===== src/rtl/control_fsm.sv =====
// Multicycle control unit for the 16-bit processor: fetch/decode/execute/memory/writeback
// sequencing over S0-S11. Optional memory-wait timeout enabled by `define CTRL_MEM_TIMEOUT_EN.
module control_fsm #(
  parameter logic [15:0] TRAP_VECTOR    = 16'h0010,
  parameter int unsigned TIMEOUT_CYCLES = 255
) (
  input  logic        clk,
  input  logic        reset,
  input  logic [15:0] instr,
  input  logic        zero,
  input  logic        mem_ready,
  output logic [3:0]  state,
  output logic        mem_req,
  output logic        mem_we,
  output logic        addr_sel,
  output logic        ir_write,
  output logic        pc_write,
  output logic [1:0]  pc_src,
  output logic [1:0]  alu_op,
  output logic        alu_src_b,
  output logic        reg_write,
  output logic        wb_sel,
  output logic        halted,
  output logic        trap
);

  typedef enum logic [3:0] {
    S0_FETCH   = 4'd0,
    S1_DECODE  = 4'd1,
    S2_EXEC_R  = 4'd2,
    S3_WB_ALU  = 4'd3,
    S4_EXEC_I  = 4'd4,
    S5_ADDR    = 4'd5,
    S6_MEM_RD  = 4'd6,
    S7_MEM_WR  = 4'd7,
    S8_BRANCH  = 4'd8,
    S9_JUMP    = 4'd9,
    S10_HALT   = 4'd10,
    S11_TRAP   = 4'd11
  } state_t;

  state_t     state_q, state_d;
  logic [3:0] opcode;
  logic       timeout;

  assign opcode = instr[15:12];

`ifdef CTRL_MEM_TIMEOUT_EN
  localparam int CNT_W = (TIMEOUT_CYCLES > 255) ? $clog2(TIMEOUT_CYCLES + 1) : 8;

  logic [CNT_W-1:0] wait_cnt;
  logic             unused_bits;

  // Counts consecutive stalled cycles of the current access; any cycle without a stall clears it.
  always_ff @(posedge clk) begin
    if (reset) begin
      wait_cnt <= '0;
    end else if (mem_req && !mem_ready) begin
      wait_cnt <= wait_cnt + CNT_W'(1);
    end else begin
      wait_cnt <= '0;
    end
  end

  assign timeout     = !mem_ready && (wait_cnt == CNT_W'(TIMEOUT_CYCLES - 1));
  assign unused_bits = ^{instr[11:0], TRAP_VECTOR};
`else
  logic unused_bits;

  assign timeout     = 1'b0;
  assign unused_bits = ^{instr[11:0], TRAP_VECTOR, TIMEOUT_CYCLES};
`endif

  always_ff @(posedge clk) begin
    if (reset) begin
      state_q <= S0_FETCH;
    end else begin
      state_q <= state_d;
    end
  end

  always_comb begin
    state_d   = state_q;
    mem_req   = 1'b0;
    mem_we    = 1'b0;
    addr_sel  = 1'b0;
    ir_write  = 1'b0;
    pc_write  = 1'b0;
    pc_src    = 2'b00;
    alu_op    = 2'b00;
    alu_src_b = 1'b0;
    reg_write = 1'b0;
    wb_sel    = 1'b0;
    halted    = 1'b0;
    trap      = 1'b0;

    unique case (state_q)
      S0_FETCH: begin
        mem_req = 1'b1;
        if (mem_ready) begin
          ir_write = 1'b1;
          pc_write = 1'b1;
          state_d  = S1_DECODE;
        end else if (timeout) begin
          state_d  = S11_TRAP;
        end
      end
      S1_DECODE: begin
        case (opcode)
          4'h0, 4'h1, 4'h2, 4'h3: state_d = S2_EXEC_R;
          4'h4:                   state_d = S4_EXEC_I;
          4'h5, 4'h6:             state_d = S5_ADDR;
          4'h7:                   state_d = S8_BRANCH;
          4'h8:                   state_d = S9_JUMP;
          4'hF:                   state_d = S10_HALT;
          default:                state_d = S11_TRAP;
        endcase
      end
      S2_EXEC_R: begin
        alu_op  = opcode[1:0];
        state_d = S3_WB_ALU;
      end
      S3_WB_ALU: begin
        reg_write = 1'b1;
        state_d   = S0_FETCH;
      end
      S4_EXEC_I: begin
        alu_src_b = 1'b1;
        state_d   = S3_WB_ALU;
      end
      S5_ADDR: begin
        alu_src_b = 1'b1;
        state_d   = (opcode == 4'h5) ? S6_MEM_RD : S7_MEM_WR;
      end
      S6_MEM_RD: begin
        mem_req  = 1'b1;
        addr_sel = 1'b1;
        if (mem_ready) begin
          reg_write = 1'b1;
          wb_sel    = 1'b1;
          state_d   = S0_FETCH;
        end else if (timeout) begin
          state_d   = S11_TRAP;
        end
      end
      S7_MEM_WR: begin
        mem_req  = 1'b1;
        mem_we   = 1'b1;
        addr_sel = 1'b1;
        if (mem_ready) begin
          state_d = S0_FETCH;
        end else if (timeout) begin
          state_d = S11_TRAP;
        end
      end
      S8_BRANCH: begin
        alu_op = 2'b01;
        if (zero) begin
          pc_write = 1'b1;
          pc_src   = 2'b01;
        end
        state_d = S0_FETCH;
      end
      S9_JUMP: begin
        pc_write = 1'b1;
        pc_src   = 2'b10;
        state_d  = S0_FETCH;
      end
      S10_HALT: begin
        halted = 1'b1;
      end
      S11_TRAP: begin
        trap     = 1'b1;
        pc_write = 1'b1;
        pc_src   = 2'b11;
        state_d  = S0_FETCH;
      end
      default: state_d = S0_FETCH;
    endcase

    // Reset silences every strobe in the reset cycle, abandoning any access in flight.
    if (reset) begin
      mem_req   = 1'b0;
      mem_we    = 1'b0;
      addr_sel  = 1'b0;
      ir_write  = 1'b0;
      pc_write  = 1'b0;
      pc_src    = 2'b00;
      alu_op    = 2'b00;
      alu_src_b = 1'b0;
      reg_write = 1'b0;
      wb_sel    = 1'b0;
      halted    = 1'b0;
      trap      = 1'b0;
    end
  end

  assign state = reset ? 4'd0 : state_q;

endmodule


===== config.mk =====
export PLATFORM = sky130hd
export DESIGN_NAME = control_fsm
export DESIGN_NICKNAME = d
export VERILOG_FILES = /design/src/rtl/control_fsm.sv
export SDC_FILE = /design/constraint.sdc
export NUM_CORES = 1
export LEC_CHECK = 0
export ABC_AREA = 1
export CAP_MARGIN = 20
export CORE_MARGIN = 4
export CORE_UTILIZATION = 33
export CTS_BUF_LIST = sky130_fd_sc_hd__clkbuf_2 sky130_fd_sc_hd__clkbuf_4 sky130_fd_sc_hd__clkbuf_8
export DETAILED_ROUTE_END_ITERATION = 12
export GPL_TIMING_DRIVEN = 1
export PLACE_DENSITY = 0.78
export SETUP_SLACK_MARGIN = 0.4
export SLEW_MARGIN = 20
export SYNTH_ARGS = -nofsm -noshare
export SYNTH_HDL_FRONTEND = slang
export SYNTH_SLANG_ARGS = --single-unit

===== constraint.sdc =====
create_clock -name clk -period 1 [get_ports clk]
set_input_delay 0.1 -clock clk [delete_from_list [all_inputs] [get_ports clk]]
set_output_delay 0.1 -clock clk [all_outputs]
set_load 0.01 [all_outputs]

# [Word level (Yosys, flattened, before mapping)]
# Memory sizes are Yosys's and may differ from the RTL's.
# Cells that the tools add are included.
[totals] reg_bits=4 rom_bits=64 input_bits=20 out_inout_bits=18 elab_cells=56 n_memories=1
[classes] eq_ne=14 n_mux=32 bitwise=1 reduce_logical=7
[mem_list] memory="(name not given)" words=16 word_bits=4 rd=1 rd_ports_with_merged_regs=0 write_ports=0 line="109" text="case (opcode)"
[ops] cell="$pmux 4 s6" count=1
[ops] cell="$mux 1" count=22
[ops] cell="$eq 4x3->1 const B" count=5
[ops] cell="$eq 4x4->1 const B" count=4
[ops] cell="$mux 4" count=3
[ops] cell="$eq 4x2->1 const B" count=2
[ops] cell="$reduce_or 2->1" count=4
[ops] cell="$pmux 2 s3" count=1
[ops] cell="$eq 4x1->1 const B" count=1
[ops] cell="$logic_not 4->1" count=1
[ops] cell="$mux 2" count=2
[ops] cell="$pmux 2 s2" count=1
[ops] cell="$pmux 1 s3" count=1
[ops] cell="$reduce_and 3->1" count=1
[ops] cell="$reduce_or 3->1" count=1
[ops] cell="$ne 2x1->1 const B" count=1
[ops] cell="$ne 2x2->1 const B" count=1
[ops] cell="$pmux 1 s2" count=1
[ops] cell="$not 1->1" count=1

# [Longest topological paths before layout]
# Gate-level depths: netlist of the first run.
[depth] depth_word=4 ltp_mapped=8 depth_no_buf=8

# [Worst setup path before layout of the first run]
# OpenSTA, ideal clock, no wires.
[synth_path] path_kind="reg2out" startpoint="register state_q[3]" endpoint="output port pc_write" arrival_ns=0.987 required_time_ns=0.900 setup_slack_ns=-0.087 stages_incl_launch_ff=8 n_path_buf=0 cell_sequence="dfxtp_1 -> inv_2 -> nor2_4 -> and2_4 -> nand2_2 -> nand3_2 -> nand2_1 -> inv_1"
[synth_via] elab_chain_cells=4 word_cells_on_any_way=7 classes_between="eq/ne: 3; mux: 2; reduce/logical: 2"
[synth_rtl] element="from (decl)" line="42" text="state_t state_q, state_d;"
[synth_rtl] element="from (signal assigned)" line="78" text="state_q <= state_d;"
[synth_rtl] element="$eq 4x4->1" line="97" text="unique case (state_q)"
[synth_rtl] element="$reduce_or 2->1 (no line)"
[synth_rtl] element="$pmux 1 s3 *" line="97"
[synth_rtl] element="$mux 1 *" line="182" text="if (reset) begin"
[synth_rtl] element="to (decl)" line="17" text="output logic pc_write,"
# Every way passes the cells marked *; elsewhere a longest branch is shown, timed or not.

# [Worst setup path after layout of the first run]
[layout_path] startpoint="register state_q[3]" endpoint="output port pc_src[0]"
[layout_via] elab_chain_cells=3 word_cells_on_any_way=5 classes_between="eq/ne: 3; mux: 2"
[layout_rtl] element="$eq 4x4->1" line="97"
[layout_rtl] element="$pmux 2 s3 *" line="97"
[layout_rtl] element="$mux 2 *" line="182"
[layout_rtl] element="to (decl)" line="18" text="output logic [1:0] pc_src,"
# Marks and branches as above.

==> metrics.txt, run 1 <==
result of the run finished with violations; failing checks negative setup slack; initial antenna violation count 0; Power Density 1620 nW/µm²; DR pass1 iterations 4; Hold WC Path Type input pin to flip-flop; Slew Limit Fails 0; Clock Latency Late Sink 0.25 ns; grt ovf 0; die footprint 2480 µm²; Total Wirelength 2290 µm; Worst path max stage delay 0.39 ns; pin count of the biggest net entering global routing 15; DP HPWL 1470 µm; Clock Skew 0.0232 ns; Setup crit start kind flip-flop; Tmin final 1.40 ns; Num Clock Sinks 4; Post-Syn Area 576 µm²; pre-CTS setup slack -0.636 ns; Die H 49.8 µm; row cnt 14; hold_buf cts 0; final core area utilization 0.792; Slowest cell on crit path dfxtp_4; worst slew pin tran 0.282 ns; Clk network pwr share 0.134; unrepaired setup endpoints after global routing yes; Combinational Power Share 0.704; Post-Synthesis Cells 101; global-route wire length before repair 3540 µm; Pint 1.10 mW; wire per inst 12.9 µm; Avg Cell Area, Syn 5.70 µm²; Worst-path clk slew 0.06 ns; worst-case clock buffer depth 2; Final Hold Fails 0; CP Cell Sequence inv_4 > nor2_4 > and2_4 > nand2_4 > a21oi_2 > buf_2; crit-path max FO 3; Clock H-tree levels 1; Worst Setup End Kind primary output; Setup CP Type flip-flop to primary output; Max-slew headroom 0.812; CTS buffer count 3; Finished Layout Cells 177; Tcrit/Tclk final 1.40; share of power burned in registers 0.162; most flop-heavy register state_q; Unique masters post-synth 20; syn_nets 124; max-cap violations 0; Antenna Cells 0; sequential fraction of the synthesis area 0.139; I/O Pins 38; CTS root buffer clkbuf_4; setup tns final -6.22 ns; Final nets 185; Placed Instances 162; Seq cells post-synth 4; share of layout cells above drive strength 1 0.634; synth warn 0; Total GRT Usage 0.184; CORE AREA 1580 µm²; DRT iter0 DRCs 30; switch share 0.453; via count 885; CP required 0.90 ns; # setup viols final 22; fillers 108; antenna-violating nets left 0; max reg flops 4; CTS tree done; Storage cell area 95.1 µm²; DRC errors left 0; Via density 5.00; number of global-route vias before repair 806; fmax 717 MHz; Starting Density 0.365; port bufs 25; Peak VDD IR 934 µV; Die Wd 49.8 µm; Worst Path Arrival 1.30 ns; Leak Pwr 0.660 nW; Final GP Congestion 0.896; worst setup margin -0.396 ns; area of the multi-input gates 549 µm²; top flop regs state_q (4); area delta synth->final 117%; NetSw 914 µW
## power groups by stage
stage | Clock, mW | Sequential, mW | Combinational (mW)
finish | 0.270 | 0.327 | 1.42
global route | 0.284 | 0.332 | 1.56
CTS | 0.254 | 0.308 | 1.27
detailed placement | 0 | 0.292 | 1.17
global placement | 0 | 0.291 | 1.14
floorplan | 0 | 0.298 | 0.616
## worst paths after layout
kind / slack, ns / endpoint / cells past startpoint / startpoint
setup reg to reg: -0.35 / state_q[1] / 9 / state_q[2]
hold / removal: 0.49 / state_q[3] / 3 / reset
hold reg to reg: 0.70 / state_q[2] / 3 / state_q[1]
setup / recovery: -0.40 / pc_src[0] / 6 / state_q[3]
## area by class of cell
cell class / instances / area share
Multi-Input combinational cell: 78 / 0.440
Tap cell: 16 / 0.0160
Sequential cell: 4 / 0.0762
Clock buffer: 4 / 0.0240
Timing Repair Buffer: 58 / 0.383
Inverter: 17 / 0.0611
## per-stage QoR
| stage | hold WS [ns] | power [mW] | instance area [µm²] |
|---|---|---|---|
| after detailed placement | 0.673 | 1.46 | 1080 |
| final | 0.493 | 2.02 | 1250 |
| after CTS | 0.496 | 1.83 | 1170 |
| after floorplan | 0.298 | 0.914 | 647 |
| after global routing | 0.520 | 2.17 | 1250 |
| after global placement | 0.666 | 1.43 | 1080 |
## cells in the final DEF (no fill, tap or decap), types with 4 or more instances in the layout
cell,netlist,final
clkbuf_4,0,4
nand3_1,11,8
inv_1,13,10
inv_4,0,5
clkdlybuf4s50_1,0,6
nand2_2,2,4
buf_6,0,13
nor2_1,18,7
dfxtp_4,0,4
nand3_2,3,4
a21oi_2,1,4
nand2_1,25,20
buf_2,1,14
nor2_2,0,7
buf_4,0,23
nor2_4,5,9
## layer usage
layer | vias up | part of all wire | GRT usage
met5 | - | 0 | 0
met4 | 0 | 0.033 | 0.0691
met3 | 10 | 0.062 | 0.0331
met2 | 43 | 0.48 | 0.328
met1 | 396 | 0.42 | 0.216
li1 | 436 | - | -
## worst max-delay path: cells and delay by family, from the launching register on
kind | cells | cell delay, ns
buffers and inverters | 2 | 0.20
and+or+nand+nor | 3 | 0.33
DFF | 1 | 0.39
AOI/OAI and AO/OA | 1 | 0.12
## Yosys cell counts (all sizes together)
| master | n | area [µm²] |
|---|---|---|
| ha | 3 | 37.5 |
| dfxtp | 4 | 80.1 |
| o211ai | 1 | 7.51 |
| nor2 | 23 | 124 |
| nor3 | 2 | 10.0 |
| nand3 | 14 | 85.1 |
| and2 | 2 | 15.0 |
| a31oi | 1 | 6.26 |
| inv | 17 | 63.8 |
| buf | 1 | 5.00 |
| nand2 | 27 | 106 |
| clkbuf | 1 | 3.75 |
| o21a | 1 | 7.51 |
| a21oi | 4 | 23.8 |
## kinds of logic (layout without fill, tap and decap cells)
kind of cell             Yosys count  after routing  synth area share
buffers and inverters             19             79             0.126
flip-flops                         4              4             0.139
adder cells (fa/ha/maj)            3              3            0.0652
AO/OA/AOI/OAI                      7              7            0.0783
AND/OR/NAND/NOR                   68             68             0.591
## timing repair
action | 4_1_cts | 5_1_grt
gates resized for setup | 90 | 19
setup buffers | 7 | 4
endpoints found under the setup margin | 22 | 22
pin swaps | 8 | 10
cloned | 0 | 0
Power figures use the tool's default switching activity.
==> run 2: changes to the inputs <==
Settings changed: CORE_UTILIZATION 33 to 36, PLACE_DENSITY 0.78 to 0.81, TNS_END_PERCENT from default to 20.
Clock period 1 ns to 1.5 ns, I/O delays scaled along.
==> metrics.txt, run 2 (synthesized netlist as in run 1, its figures left out) <==
global-route wire length before repair 2900 µm (-18%); Antenna Cells 0 (unchanged); Clock Latency Late Sink 0.25 ns (about the same); Clock Skew 0.0136 ns (-0.00964 ns); Max-slew headroom 0.874 (+0.0624); Final GP Congestion 0.892 (-0.47%); Leak Pwr 0.563 nW (-15%); commonest non-fill, non-tap cell in the layout nand2_1; Clock H-tree levels 1 (unchanged); DR pass1 iterations 4 (unchanged); pin count of the biggest net entering global routing 13 (-2); worst setup margin 0.108 ns (+0.504 ns); Setup crit start kind flip-flop; # setup viols final 0 (-100%); top flop regs state_q (4); DRT iter0 DRCs 15 (-50%); DP HPWL 1420 µm (-3.2%); met2 usage 0.338 (+0.00954); crit-path max FO 4 (+1); Total GRT Usage 0.178 (-0.00640); port bufs 25 (unchanged); Slew Limit Fails 0 (unchanged); RR Endpoint state_q[0]; CORE AREA 1510 µm² (-4.4%); worst slew pin tran 0.188 ns (-0.0944 ns); switch share 0.451 (-0.00253); NetSw 473 µW (-48%); max reg flops 4 (unchanged); internal reg-to-reg setup slack 0.22 ns (+0.57 ns); Num Clock Sinks 4 (unchanged); setup tns final 0 ns (+6.22 ns); via count 831 (-6.1%); initial antenna violation count 0 (unchanged); Tmin final 1.39 ns; Combinational Power Share 0.697 (-0.007); Worst Path Arrival 1.24 ns (-0.06 ns); GR Layer Usage met1 0.187 (-0.0294); Die H 48.0 µm (-3.6%); FF-to-FF Start state_q[3]; Tcrit/Tclk final 0.928; Peak VDD IR 549 µV (-41%); Die Wd 48.0 µm (-3.6%); CTS tree done; Worst R2R Path Depth 10 (+1); die footprint 2300 µm² (-7.0%); number of global-route vias before repair 745 (-7.6%); row cnt 14 (unchanged); Total Wirelength 1840 µm (-20%); Critical Path End alu_op[0]; busiest grt layer met2; Final nets 176 (-4.9%); Power Density 1020 nW/µm² (-37%); CP required 1.35 ns (+0.45 ns); Worst path max stage delay 0.35 ns (-0.04 ns); DRC errors left 0 (unchanged); final core area utilization 0.685 (-0.107); area delta synth->final 79.3%; share of power burned in registers 0.167 (+0.005); wire per inst 11.0 µm (-15%); worst-case clock buffer depth 2 (unchanged); Via density 4.98 (-0.48%); CTS buffer count 3 (unchanged); CTS root buffer clkbuf_4; I/O Pins 38 (unchanged); Hold Path Stages 3 (unchanged); CP Cell Sequence nor2_4 > buf_6 > nand2_2 > nor2_2 > o21a_1 > buf_2; most frequent cells in the layout nand2_1, buf_4, nor2_1; antenna-violating nets left 0 (unchanged); Worst Setup End Kind primary output; Final Hold Fails 0 (unchanged); Clk network pwr share 0.136 (+0.002); Pint 577 µW (-48%); Starting Density 0.382 (+0.0170); share of layout cells above drive strength 1 0.437 (-0.196); unrepaired setup endpoints after global routing yes; most flop-heavy register state_q; max-cap violations 0 (unchanged); pre-CTS setup slack -0.229 ns (+0.407 ns); Critical Path Source state_q[3]; Setup CP Type flip-flop to primary output; met3 GRT Util 0.0226 (-0.0106); Worst-path clk slew 0.03 ns (-0.03 ns); fmax 719 MHz; Hold WC Path Type input pin to flip-flop; grt ovf 0 (unchanged); result of the run finished, final reports clean; Slowest cell on crit path dfxtp_4
==> run 2: cell type report <==
type                    count  area, µm²
inverters                  17       66.3
well taps                  16       20.0
clock buffers               3       22.5
multi-input cells          78        452
repair buffers             49        380
flip-flops and latches      4       91.3
fillers                   146        474
==> run 2: worst min path at each step <==
stage / start / end / slack [ns]
finish: reset / state_q[3] / 0.63
global route: reset / state_q[3] / 0.66
CTS: reset / state_q[3] / 0.62
detailed placement: state_q[1] / state_q[2] / 0.70
global placement: state_q[1] / state_q[2] / 0.69
floorplan: mem_ready / state_q[0] / 0.36
==> run 2: metal layers <==
metal | wire [µm] | up-vias
li1 | - | 415
met1 | 672 | 376
met2 | 962 | 36
met3 | 156 | 4
met4 | 44 | 0
met5 | 0 | -
==> run 2: power by group through the flow <==
stage / sequential, mW / clock, mW / combinational [mW]
floorplan: 0.178 / 0 / 0.370
global placement: 0.163 / 0 / 0.694
detailed placement: 0.164 / 0 / 0.707
CTS: 0.170 / 0.145 / 0.722
global route: 0.180 / 0.152 / 0.800
finish: 0.176 / 0.143 / 0.731
==> run 2: critical path: cells and delay by family, from the launching register on <==
| family | cells | cell delay (ns) |
|---|---|---|
| flops | 1 | 0.35 |
| compound gates | 1 | 0.11 |
| simple gates | 3 | 0.28 |
| buf+inv | 2 | 0.25 |
==> run 2: what timing repair did <==
action / CTS / global route
setup endpoints to repair: 22 / 22
gates resized for setup: 64 / 6
pin swaps: 6 / 1
buffers inserted: 4 / 0
hold buffers: 0 / 0
==> run 2: metrics by stage <==
| step | power (mW) | area, µm² | std cells | hold WS [ns] |
|---|---|---|---|---|
| global route | 1.13 | 1030 | 167 | 0.660 |
| CTS | 1.04 | 1030 | 167 | 0.620 |
| detailed placement | 0.871 | 988 | 160 | 0.697 |
| floorplan | 0.548 | 577 | 101 | 0.358 |
| global placement | 0.856 | 988 | 160 | 0.692 |
| finish | 1.05 | 1030 | 167 | 0.626 |
